<file path="src/rtl/spike_rate_monitor.sv">
// Spike firing-rate monitor: rising-edge event detect, windowed spike count and
// optional inter-spike interval capture (enabled by SPIKE_RATE_ISI_CAPTURE_EN).
module spike_rate_monitor #(
  parameter int WIN_W = 8,
  parameter int CNT_W = 8
) (
  input  logic             i_clock,
  input  logic             i_reset,
  input  logic             i_spike_in,
  input  logic             i_enable,
  input  logic [WIN_W-1:0] i_window_len,
  output logic [CNT_W-1:0] o_rate_out,
  output logic             o_rate_valid,
  output logic [CNT_W-1:0] o_isi_out,
  output logic             o_isi_valid
);

  localparam logic [CNT_W-1:0] CNT_MAX = '1;

  typedef enum logic {S_LOAD, S_RUN} state_t;

  state_t           r_state, w_state_nxt;
  logic             r_spike_q;
  logic [WIN_W-1:0] r_last;
  logic [WIN_W-1:0] r_win_cnt;
  logic [CNT_W-1:0] r_spk_cnt;
  logic [CNT_W-1:0] r_rate_out;
  logic             r_rate_valid;
  logic             w_event;
  logic             w_win_end;
  logic [CNT_W-1:0] w_spk_inc;

  assign w_event   = i_spike_in & ~r_spike_q & i_enable;
  assign w_spk_inc = (w_event && (r_spk_cnt != CNT_MAX)) ? r_spk_cnt + 1'b1 : r_spk_cnt;
  assign w_win_end = (r_state == S_RUN) && i_enable && (r_win_cnt == r_last);

  always_comb begin
    w_state_nxt = r_state;
    case (r_state)
      S_LOAD:  w_state_nxt = S_RUN;
      S_RUN:   if (w_win_end) w_state_nxt = S_LOAD;
      default: w_state_nxt = S_LOAD;
    endcase
  end

  always_ff @(posedge i_clock) begin
    if (i_reset) begin
      r_state      <= S_LOAD;
      r_spike_q    <= 1'b0;
      r_last       <= '0;
      r_win_cnt    <= '0;
      r_spk_cnt    <= '0;
      r_rate_out   <= '0;
      r_rate_valid <= 1'b0;
    end else begin
      r_state      <= w_state_nxt;
      r_spike_q    <= i_spike_in;
      r_rate_valid <= 1'b0;
      case (r_state)
        S_LOAD: begin
          // Storing L-1 lets window_len==0 wrap to all-ones, i.e. a 2^WIN_W window.
          r_last    <= i_window_len - 1'b1;
          r_win_cnt <= '0;
          r_spk_cnt <= {{(CNT_W-1){1'b0}}, w_event};
        end
        S_RUN: begin
          if (i_enable) begin
            if (w_win_end) begin
              r_rate_out   <= w_spk_inc;
              r_rate_valid <= 1'b1;
            end else begin
              r_win_cnt <= r_win_cnt + 1'b1;
              r_spk_cnt <= w_spk_inc;
            end
          end
        end
        default: ;
      endcase
    end
  end

  assign o_rate_out   = r_rate_out;
  assign o_rate_valid = r_rate_valid;

`ifdef SPIKE_RATE_ISI_CAPTURE_EN
  logic [CNT_W-1:0] r_isi_cnt;
  logic [CNT_W-1:0] r_isi_out;
  logic             r_isi_valid;
  logic             r_armed;

  always_ff @(posedge i_clock) begin
    if (i_reset) begin
      r_isi_cnt   <= '0;
      r_isi_out   <= '0;
      r_isi_valid <= 1'b0;
      r_armed     <= 1'b0;
    end else begin
      r_isi_valid <= 1'b0;
      if (w_event) begin
        r_isi_cnt <= '0;
        r_armed   <= 1'b1;
        // The first event after reset only arms; later events report the gap.
        if (r_armed) begin
          r_isi_out   <= (r_isi_cnt == CNT_MAX) ? CNT_MAX : r_isi_cnt + 1'b1;
          r_isi_valid <= 1'b1;
        end
      end else if (i_enable && (r_isi_cnt != CNT_MAX)) begin
        r_isi_cnt <= r_isi_cnt + 1'b1;
      end
    end
  end

  assign o_isi_out   = r_isi_out;
  assign o_isi_valid = r_isi_valid;
`else
  assign o_isi_out   = '0;
  assign o_isi_valid = 1'b0;
`endif

endmodule

</file>
<file path="config.mk">
export PLATFORM = sky130hd
export DESIGN_NAME = spike_rate_monitor
export DESIGN_NICKNAME = d
export VERILOG_FILES = /design/src/rtl/spike_rate_monitor.sv
export SDC_FILE = /design/constraint.sdc
export NUM_CORES = 1
export LEC_CHECK = 0
export ABC_AREA = 1
export CAP_MARGIN = 20
export CORE_ASPECT_RATIO = 1.2
export CORE_UTILIZATION = 40
export DETAILED_ROUTE_END_ITERATION = 8
export GPL_TIMING_DRIVEN = 0
export PLACE_DENSITY_LB_ADDON = 0.12
export SLEW_MARGIN = 15
export SYNTH_ARGS = -nofsm -noshare
export SYNTH_HDL_FRONTEND = slang
export SYNTH_SLANG_ARGS = --single-unit
</file>
<file path="constraint.sdc">
create_clock -name i_clock -period 2.1 [get_ports i_clock]
set_input_delay 0.42 -clock i_clock [delete_from_list [all_inputs] [get_ports i_clock]]
set_output_delay 0.42 -clock i_clock [all_outputs]
set_load 0.01 [all_outputs]
</file>
==> metrics.txt <==
status finished, final reports clean; Worst Hold Launch o_rate_out[2]; total global-route track usage 0.199; Min Hold Slack around 450 ps; Reg power frac 0.459; pin count of the biggest net entering global routing 13; Clock Skews 11.6 ps; TritonCTS Sinks 35; CTS root buffer clkbuf_8; number of port buffers 19; fmax 554 MHz; total wire length 4600 um; final net count between 300 and 400; number of flops mapped to enable cells by yosys 0; wire per inst 10.9 um; max_slew headroom 0.608; internal power 1.12 mW; HP Class flop to flop; Post-Syn Instances 328; via count 1955; Mapped Avg Cell Area 6.29 um2; sw frac 0.268; CTS buffer count 5; Crit Path Max Fanout 10; Synth Cell Area 0.00206 mm2; R2R Path Start r_spk_cnt[0]; Slew Limit Fails 0; Placed Cells 415; maximum VDD drop 0.347 mV; power density cells between 600 and 700 mW/mm2; grt ovf 0; crit end category flop; Power, Total 1.52 mW; Cell Rows 28; crit path from i_enable; antenna viol nets, final 0; Post-CTS Setup Repair Bufs 0; post-route insts no fill ~420; vias per cell 4.62; Logic pwr share 0.131; Initial DRC Count 72; Net Sw Power 0.408 mW; Die ar. 0.00545 mm2; RSZ-0062 raised after global routing false; Initial Util 0.417; final setup TNS 0 ps; Slew @ Worst Pin 587 ps; top_reg_cell synth dfxtp_1; clk_lat worst skew approximately 300 ps; Final Util 0.500; synth unique cells 30; max_cap viols 0; Hold Vio Cnt, Final 0; Setup crit start kind input pin; Final Cycle Share 0.859; antenna violations before repair 0; async set or reset register ratio after synthesis 0; Core ar. 0.00494 mm2; #FFs+latches synth 35; Req. time, crit path between 2000 and 2500 ps; Die Wd 67.5 um; Tmin final between 1500 and 2000 ps; commonest cells after routing, fill and taps aside nand2_1 (114), inv_1 (36), dfxtp_1 (35); CTS Hold Bufs 0; hpwl dp around 3500 um; post-CTS sizing 0; Area Overhead vs Synth 19.8%; share of layout cells above drive strength 1 0.0992; RePlAce Congestion 0.801; Ports 30; vias in the first global route 1736; H-tree levels 2; Setup Viol. Count Final 0; first-pass GRT wire length 7890 um; crit path kind input pin to flop; sequential share of the synthesized area 0.340; 1st-pass router iterations 5; # diodes 0; clk buf depth 2; CTS tree built; Leakage Power 1.15 nW; # DRC 0; clock share of power 0.410; synth warn 0; Arr. time, crit path 2000 ps; leading cell type in the layout, fill and taps excluded nand2_1; CTS clk-pin slew, worst paths approximately 80 ps; chip height approximately 80 um
-- power by group through the flow --
stage | Combinational (mW) | Sequential, mW | Clock, mW
2_1_floorplan | 0.145 | 0.711 | 0
3_3_place_gp | 0.200 | 0.714 | 0
3_5_place_dp | 0.202 | 0.715 | 0
4_1_cts | 0.202 | 0.699 | 0.646
5_1_grt | 0.230 | 0.702 | 0.668
6_report | 0.200 | 0.699 | 0.625
-- per-stage QoR --
step	instance area, um2	setup slack, ps
4_1_cts	2470	294
5_1_grt	2470	170
6_report	2470	296
2_1_floorplan	2090	582
3_5_place_dp	2360	-25.6
3_3_place_gp	2360	8.97
-- final cells by class --
type,instances,area (um2)
plain buffers,17,111
clock buffers,5,68.8
clock inverters,3,43.8
fillers,541,2470
inverters,46,173
multi-input cells,238,1110
flip-flops and latches,35,701
well taps,60,75.1
repair buffers,19,190
-- path summary, 6_finish.rpt --
path / endpoint / slack, ps / cells after the start
min reg2reg: o_rate_out[2] / 450 / 2
max reg2reg: r_spk_cnt[6] / 350 / 10
max: r_win_cnt[0] / 300 / 9
min: o_rate_out[2] / 450 / 2
-- critical path: stages --
cell and delay, ps:
clkdlybuf4s50_1 530, nand2_1 100, a21oi_1 160, nand2_2 90, nor2_4 120, nand3_4 140
buf_2 240, a21oi_1 140, nor2_1 60
-- flip-flops by register name, indices dropped and copies added, names as in the netlist --
register,cells
r_last,8
o_rate_valid,1
r_state,1
r_win_cnt,8
r_spk_cnt,8
r_spike_q,1
o_rate_out,8
-- synth_stat cells (3+ instances only) --
| cell | n | area [um2] |
|---|---|---|
| nand3b_1 | 4 | 30.0 |
| nor3_1 | 3 | 15.0 |
| o21ai_0 | 8 | 40.0 |
| inv_2 | 8 | 30.0 |
| inv_1 | 36 | 135 |
| nand2_1 | 114 | 428 |
| buf_4 | 10 | 75.1 |
| nor2_1 | 28 | 105 |
| dfxtp_1 | 35 | 701 |
| nand3_1 | 27 | 135 |
| clkbuf_1 | 3 | 11.3 |
| ha_1 | 3 | 37.5 |
| xor2_1 | 5 | 43.8 |
| a21oi_1 | 19 | 95.1 |
-- kinds of logic (layout without fill, tap and decap cells) --
family,count (synthesis),after routing,share of synthesized area
other,1,9,0.00182
buffers and inverters,63,90,0.138
AOI/OAI and AO/OA,33,33,0.0837
DFF,35,35,0.340
and+or+nand+nor,187,187,0.393
adders and majority gates,3,3,0.0182
xor gates and xnor gates,6,6,0.0255
-- layer usage --
| metal | vias to the layer above | part of all wire | GRT usage |
|---|---|---|---|
| met4 | 0 | 0.025 | 0.0936 |
| li1 | 1069 | - | - |
| met2 | 36 | 0.52 | 0.362 |
| met1 | 838 | 0.43 | 0.209 |
| met5 | - | 0 | 0 |
| met3 | 12 | 0.030 | 0.0426 |
Power figures use the tool's default switching activity.
